==> config.mk <==
export PLATFORM = sky130hd
export DESIGN_NAME = fetch_sequencer
export DESIGN_NICKNAME = d
export VERILOG_FILES = /design/src/rtl/fetch_sequencer.sv
export SDC_FILE = /design/constraint.sdc
export NUM_CORES = 1
export LEC_CHECK = 0
export CORE_MARGIN = 2
export CORE_UTILIZATION = 39
export CTS_BUF_LIST = sky130_fd_sc_hd__clkbuf_8
export CTS_CLUSTER_SIZE = 28
export DETAILED_ROUTE_END_ITERATION = 7
export PLACE_DENSITY = 0.83
export SYNTH_ARGS = -nofsm -noshare
export SYNTH_HDL_FRONTEND = slang
export SYNTH_SLANG_ARGS = --single-unit
==> constraint.sdc <==
create_clock -name clk -period 2.7 [get_ports clk]
set_clock_uncertainty 0.2 [all_clocks]
set_input_delay 0.405 -clock clk [delete_from_list [all_inputs] [get_ports clk]]
set_output_delay 0.405 -clock clk [all_outputs]
set_load 0.05 [all_outputs]
==> src/rtl/fetch_sequencer.sv <==
// rtl/fetch_sequencer.sv - fetch front-end sequencer: redirect arbitration, stalls, halt/resume, perf counters
module fetch_sequencer #(
    parameter int BOOT_CYC = 2,
    parameter int CNT_W    = 16
) (
    input  logic             clk,
    input  logic             rst,
    input  logic             br_taken,
    input  logic [29:0]      br_target,
    input  logic             jmp_valid,
    input  logic [29:0]      jmp_target,
    input  logic             load_use,
    input  logic             halt_req,
    input  logic             resume,
    output logic             PC_Src,
    output logic [29:0]      Target_PC_Addr,
    output logic             pc_stall,
    output logic             ifid_stall,
    output logic             ifid_flush,
    output logic             idex_flush,
    output logic [1:0]       state,
    output logic [CNT_W-1:0] stall_cnt,
    output logic [CNT_W-1:0] redirect_cnt
);

    localparam logic [1:0] ST_BOOT = 2'd0;
    localparam logic [1:0] ST_RUN  = 2'd1;
    localparam logic [1:0] ST_HALT = 2'd2;
    localparam logic [3:0] BOOT_LAST = 4'(BOOT_CYC - 1);

    logic [1:0] state_q, state_d;
    logic [3:0] boot_cnt_q, boot_cnt_d;
    logic       stall_inc, redir_inc;

    assign state = state_q;

    always_ff @(posedge clk or negedge rst) begin
        if (!rst) begin
            state_q    <= ST_BOOT;
            boot_cnt_q <= 4'd0;
        end else begin
            state_q    <= state_d;
            boot_cnt_q <= boot_cnt_d;
        end
    end

    always_comb begin
        state_d    = state_q;
        boot_cnt_d = 4'd0;
        case (state_q)
            ST_BOOT: begin
                if (boot_cnt_q >= BOOT_LAST) state_d = ST_RUN;
                else                         boot_cnt_d = boot_cnt_q + 4'd1;
            end
            ST_RUN: begin
                // halt only wins when no higher-priority request is present
                if (!br_taken && !load_use && !jmp_valid && halt_req) state_d = ST_HALT;
            end
            ST_HALT: begin
                if (resume) state_d = ST_RUN;
            end
            default: state_d = ST_BOOT;
        endcase
    end

    always_comb begin
        PC_Src         = 1'b0;
        Target_PC_Addr = 30'd0;
        pc_stall       = 1'b0;
        ifid_stall     = 1'b0;
        ifid_flush     = 1'b0;
        idex_flush     = 1'b0;
        stall_inc      = 1'b0;
        redir_inc      = 1'b0;
        if (!rst) begin
            pc_stall   = 1'b1;
            ifid_flush = 1'b1;
        end else begin
            case (state_q)
                ST_RUN: begin
                    if (br_taken) begin
                        PC_Src         = 1'b1;
                        Target_PC_Addr = br_target;
                        ifid_flush     = 1'b1;
                        idex_flush     = 1'b1;
                        redir_inc      = 1'b1;
                    end else if (load_use) begin
                        pc_stall   = 1'b1;
                        ifid_stall = 1'b1;
                        idex_flush = 1'b1;
                        stall_inc  = 1'b1;
                    end else if (jmp_valid) begin
                        PC_Src         = 1'b1;
                        Target_PC_Addr = jmp_target;
                        ifid_flush     = 1'b1;
                        redir_inc      = 1'b1;
                    end else if (halt_req) begin
                        pc_stall   = 1'b1;
                        ifid_flush = 1'b1;
                    end
                end
                default: begin
                    pc_stall   = 1'b1;
                    ifid_flush = 1'b1;
                end
            endcase
        end
    end

    always_ff @(posedge clk or negedge rst) begin
        if (!rst) begin
            stall_cnt    <= '0;
            redirect_cnt <= '0;
        end else begin
            if (stall_inc && (stall_cnt != {CNT_W{1'b1}}))    stall_cnt    <= stall_cnt + 1'b1;
            if (redir_inc && (redirect_cnt != {CNT_W{1'b1}})) redirect_cnt <= redirect_cnt + 1'b1;
        end
    end

endmodule
==> flow_summary.toml, run 1 <==
[run_status]
status = "finished, final reports clean"

[yosys]
post_synth_num_cell_types = 40
syn-cell-area_sq_um = 2330
synthCells = 258
yosysTopAreaCellShare_pct = 40.8
synth_warnings = 0
ys_ff_latch = 38
synthFlopType = "dfrtp_1"
synth_edf_count = 0
synth_most_common_cell = "nor2_1"
synth_area_per_cell_sq_um = 9.04
synth-seq-area-share_pct = 40.8
yosys.area.top_type = "dfrtp_1"
syn-num-nets = 330
synthArstFlopShare_pct = 100
ys_top_cells_by_count = "42 x nor2_1, 38 x dfrtp_1, 30 x a22oi_1, 21 x xor2_1, 15 x nand2_1"
synthTopCellsByArea = "dfrtp_1 41%, a22oi_1 9.7%, xor2_1 7.9%"

[final_layout]
nNetsFinal = 467
area_growth_pct = 80.9
antennaDiodeCount = 0
multi_input_area_sq_um = 1320
regArea_sq_um = 951
fill_cells = 425
layout-drive-gt1-share_pct = 16.2

[detailed_routing]
wire_per_inst_um = 16.1
drc = 0
routed_wl_um = 7590
drtIter0Drc = 99
drtPass1Iterations = 4
vias_per_cell = 5.40
detail-route-antenna-nets = 0
vias = 2545

[die]
initial_core_util_pct = 39.9
chipHeight_um = 81.3
core_area_sq_um = 5850
dieArea_sq_um = 6610
fp.dieW_um = 81.3
boundaryPins = 136
row_count = 28

[critical_path]
end_kind = "primary output"
arrival_ns = 1.94
cp.required_ns = 2.10
start_kind = "input pin"
cp_max_fo = 30
criticalPathCategory = "in2out"

[timing]
hold_viol = 0
holdWs_ns = 0.0448
maxSlewHeadroom_pct = 44.1
setup_tns_ns = 0
tightest_slew_ns = 0.830
drv_slew = 0
grt_setup_unrepaired = "false"
setup_viol = 0
finalCriticalPeriod_ns = 2.55
fmax_mhz = 393
fin_crit_sh_pct = 94.3

[global_route]
antenna_found_initial = 0
grt_use_total_pct = 23.4
grt_pass1_vias = 2465
grt_pass1_wl_um = 12000
grt_max_degree = 39
overflow = 0

[pwr]
clkPwrFrac_pct = 16.7
power_density_nw_per_um2 = 588
switching_power_mw = 1.09
p_int_mw = 1.39
swShare_pct = 43.8
irDropWorstVdd_mv = 0.293
p_seq_share_pct = 31.0
p_leak_nw = 1.80
p_comb_share_pct = 52.2

[clocking]
cts_resized = 1
htreeDepth = 2
cts_setup_buffers = 0
ctsHoldBuffers = 0
cts_made_buffers = 5
cts_tree = "done"
cts_max_path_buffers = 2
clkTransAtPathRegs_ns = 0.08
cts.sinks = 38
root_buffer = "clkbuf_8"
insertion_delay_ns = 0.29

[place]
place.gp.congestion = 0.811
io_buffers = 135
hpwl_um = 5950

[worst_hold_path]
hp-class = "in2async"

[job]
max_cap_violations = 0
## routing by layer
| metal | GRT usage [%] | vias up | part of all wire (%) |
|---|---|---|---|
| met5 | 0 | - | 0 |
| li1 | - | 1208 | - |
| met3 | 8.89 | 6 | 9.5 |
| met4 | 6.61 | 0 | 1.1 |
| met1 | 26.8 | 1218 | 37 |
| met2 | 40.6 | 113 | 52 |
## area by class of cell
type / count / area share (%)
timing repair buffer: 143 / 41.3
inverter: 5 / 0.445
tap: 75 / 2.22
multi-input combinational: 202 / 31.2
sequential: 38 / 22.5
clock inverter: 2 / 0.297
clock buffer: 6 / 1.96
## final timing paths
| path | startpoint | endpoint | slack [ns] | depth (start not counted) |
|---|---|---|---|---|
| setup reg to reg | redirect_cnt[8] | redirect_cnt[13] | 0.40 | 5 |
| max in group asynchronous | rst | redirect_cnt[2] | 1.92 | 2 |
| setup / recovery | br_taken | Target_PC_Addr[3] | 0.15 | 7 |
| min in group clk | redirect_cnt[15] | redirect_cnt[15] | 0.30 | 1 |
| hold reg to reg | redirect_cnt[15] | redirect_cnt[15] | 0.30 | 1 |
| hold / removal | rst | stall_cnt[5] | 0.04 | 2 |
## cells in the final DEF (no fill, tap or decap), drive strengths merged, types with 6 or more instances in the layout
cell	count
a22oi	30
buf	44
clkbuf	6
clkdlybuf4s50	99
dfrtp	38
mux2	6
nand2	15
nand3	11
nand4	7
nor2	42
nor3	11
nor4	12
xor2	21
## power by group through the flow
stage | Sequential, mW | Clock, mW | Combinational [mW]
6_report | 0.770 | 0.414 | 1.30
5_1_grt | 0.789 | 0.443 | 1.37
4_1_cts | 0.770 | 0.424 | 1.31
3_5_place_dp | 0.780 | 0 | 1.30
3_3_place_gp | 0.777 | 0 | 1.28
2_1_floorplan | 1.02 | 0 | 0.453
## logic make-up (layout without fill, tap and decap cells)
group / Yosys count / after routing / share of synthesized area, %
buffers and inverters: 18 / 156 / 2.95
AOI/OAI and AO/OA: 39 / 39 / 12.4
xor gates and xnor gates: 25 / 25 / 9.39
DFF: 38 / 38 / 40.8
adders and majority gates: 5 / 5 / 2.68
muxes: 6 / 6 / 2.90
other: 1 / 1 / 0.161
and+or+nand+nor: 126 / 126 / 28.8
## metrics by stage
step / std cells / setup WS, ns / utilization [%] / total power [mW] / area, sq um
after floorplan: 258 / 0.187 / - / 1.48 / 2330
final: 471 / 0.155 / 72.1 / 2.48 / 4220
after detailed placement: 463 / -0.0557 / 70.4 / 2.08 / 4120
after global routing: 471 / 0.0529 / 72.1 / 2.60 / 4220
after global placement: 463 / 0.00261 / 70.4 / 2.06 / 4120
after CTS: 471 / 0.134 / 72.1 / 2.50 / 4220
## worst max-delay path: stages
cell	delay, ns
clkdlybuf4s50_1	0.50
nor2_1	0.16
and2_1	0.19
buf_12	0.19
a22oi_1	0.08
nor2_1	0.23
buf_12	0.18
## state kept, by name, indices dropped and copies added (netlist names)
signal,cells
state,2
boot_cnt_q,4
stall_cnt,16
redirect_cnt,16
Note: power is estimated with default switching activity, not from simulation.
==> inputs of run 2 (changes only) <==
--- a/config.mk
+++ b/config.mk
@@ -5,11 +5,12 @@
 export SDC_FILE = /design/constraint.sdc
 export NUM_CORES = 1
 export LEC_CHECK = 0
-export CORE_MARGIN = 2
+export CORE_MARGIN = 5
 export CORE_UTILIZATION = 39
 export CTS_BUF_LIST = sky130_fd_sc_hd__clkbuf_8
 export CTS_CLUSTER_SIZE = 28
 export DETAILED_ROUTE_END_ITERATION = 7
+export MAX_ROUTING_LAYER = met4
 export PLACE_DENSITY = 0.83
 export SYNTH_ARGS = -nofsm -noshare
 export SYNTH_HDL_FRONTEND = slang
==> flow_summary.toml, run 2 (synthesis gave the netlist of run 1 again) <==
[run_status]
status = "finished, final reports clean"

[global_route]
grt_pass1_wl_um = 12300
grt_use_total_pct = 20.9
grt_pass1_vias = 2610
overflow = 0
antenna_found_initial = 0
grt_max_degree = 39

[detailed_routing]
wire_per_inst_um = 16.2
vias_per_cell = 5.31
vias = 2506
detail-route-antenna-nets = 0
drtPass1Iterations = 4
routed_wl_um = 7630
drc = 0
drtIter0Drc = 84

[final_layout]
final_cell_mix = "99 x clkdlybuf4s50_1, 38 x dfrtp_1, 37 x nor2_1"
fill_cells = 423
layout-drive-gt1-share_pct = 17.6
top_regs = "redirect_cnt (16), stall_cnt (16), boot_cnt_q (4)"
fin_cells = 472
antennaDiodeCount = 0
nNetsFinal = 468
final_common_cell = "clkdlybuf4s50_1"
area_growth_pct = 81.8

[place]
dp.cells = 464
io_buffers = 135
hpwl_um = 6060
place_ws_ns = 0.0108
place.gp.congestion = 0.793

[timing]
fin_crit_sh_pct = 94.8
setup_tns_ns = 0
grt_setup_unrepaired = "false"
hold_viol = 0
worst_slack_ns = 0.141
maxSlewHeadroom_pct = 58.8
drv_slew = 0
setup_viol = 0
finalCriticalPeriod_ns = 2.56
fmax_mhz = 391
tightest_slew_ns = 0.613

[clocking]
root_buffer = "clkbuf_8"
cts.sinks = 38
cts_tree = "done"
cts_setup_buffers = 0
htreeDepth = 2
insertion_delay_ns = 0.29
cts_max_path_buffers = 2
clkTransAtPathRegs_ns = 0.08
cts_made_buffers = 5

[die]
fp.dieW_um = 87.3
row_count = 28
core_area_sq_um = 5850
dieArea_sq_um = 7630
boundaryPins = 136
initial_core_util_pct = 39.9
chipHeight_um = 87.3

[critical_path]
start_kind = "input pin"
cp.required_ns = 2.10
cp_max_fo = 30
end_kind = "primary output"
criticalPathCategory = "in2out"
arrival_ns = 1.95

[pwr]
irDropWorstVdd_mv = 0.350
power_density_nw_per_um2 = 586
p_leak_nw = 1.81

[worst_hold_path]
hp-class = "in2async"

[job]
max_cap_violations = 0
[run 2: cell count changes in the layout (fill, tap and decap cells not counted)]
cell / change
nor2_1: -5
nor2_2: +5
buf_4: +1
[run 2: layout make-up]
class                   instances  area (sq um)  area share, %
well taps                      75          93.8           2.21
multi-input cells             202          1330           31.3
clock inverters                 2          12.5          0.295
repair buffers                144          1750           41.3
flip-flops and latches         38           951           22.4
clock buffers                   6          82.6           1.95
inverters                       5          18.8          0.443
[run 2: what timing repair did]
item | 4_1_cts | 5_1_grt
gates resized for setup | 0 | 6
hold buffers | 0 | 0
endpoints found under the setup margin | 0 | 3
hold endpoints to repair | 0 | 0
[run 2: power by group]
| part | internal, mW | leakage [nW] | total (mW) | switching [mW] |
|---|---|---|---|---|
| sequential | 0.651 | 0.503 | 0.772 | 0.121 |
| clock | 0.205 | 0.0472 | 0.413 | 0.208 |
| combinational | 0.538 | 1.26 | 1.30 | 0.759 |
| total | 1.39 | 1.81 | 2.48 | 1.09 |
[run 2: stage by stage]
stage	instance area (sq um)	hold slack [ns]	util, %	total power [mW]
floorplan	2330	-0.0906	-	1.48
global placement	4130	0.278	70.6	2.06
detailed placement	4130	0.286	70.6	2.08
CTS	4220	0.0414	72.2	2.50
global route	4240	0.0739	72.5	2.61
finish	4240	0.0282	72.5	2.48
[run 2: path summary, 6_finish.rpt]
path | slack [ns] | depth (start not counted) | to | startpoint
setup / recovery | 0.14 | 7 | Target_PC_Addr[4] | br_taken
max in group asynchronous | 1.93 | 2 | stall_cnt[0] | rst
setup reg to reg | 0.46 | 6 | redirect_cnt[1] | redirect_cnt[0]
hold / removal | 0.03 | 2 | stall_cnt[9] | rst
min in group clk | 0.30 | 1 | redirect_cnt[15] | redirect_cnt[15]
hold reg to reg | 0.30 | 1 | redirect_cnt[15] | redirect_cnt[15]
[run 2: critical path, stage by stage]
cell	delay [ns]
clkdlybuf4s50_1	0.52
nor2_2	0.16
and2_1	0.20
buf_12	0.19
a22oi_1	0.10
nor2_1	0.20
buf_12	0.17
[run 2: per-layer routing]
metal	vias to the layer above	global-route usage, %	part of all wire [%]
met5	-	-	0
met4	0	5.30	1.0
met3	7	6.05	8.2
met2	103	35.8	51
met1	1193	24.0	40
li1	1203	-	-
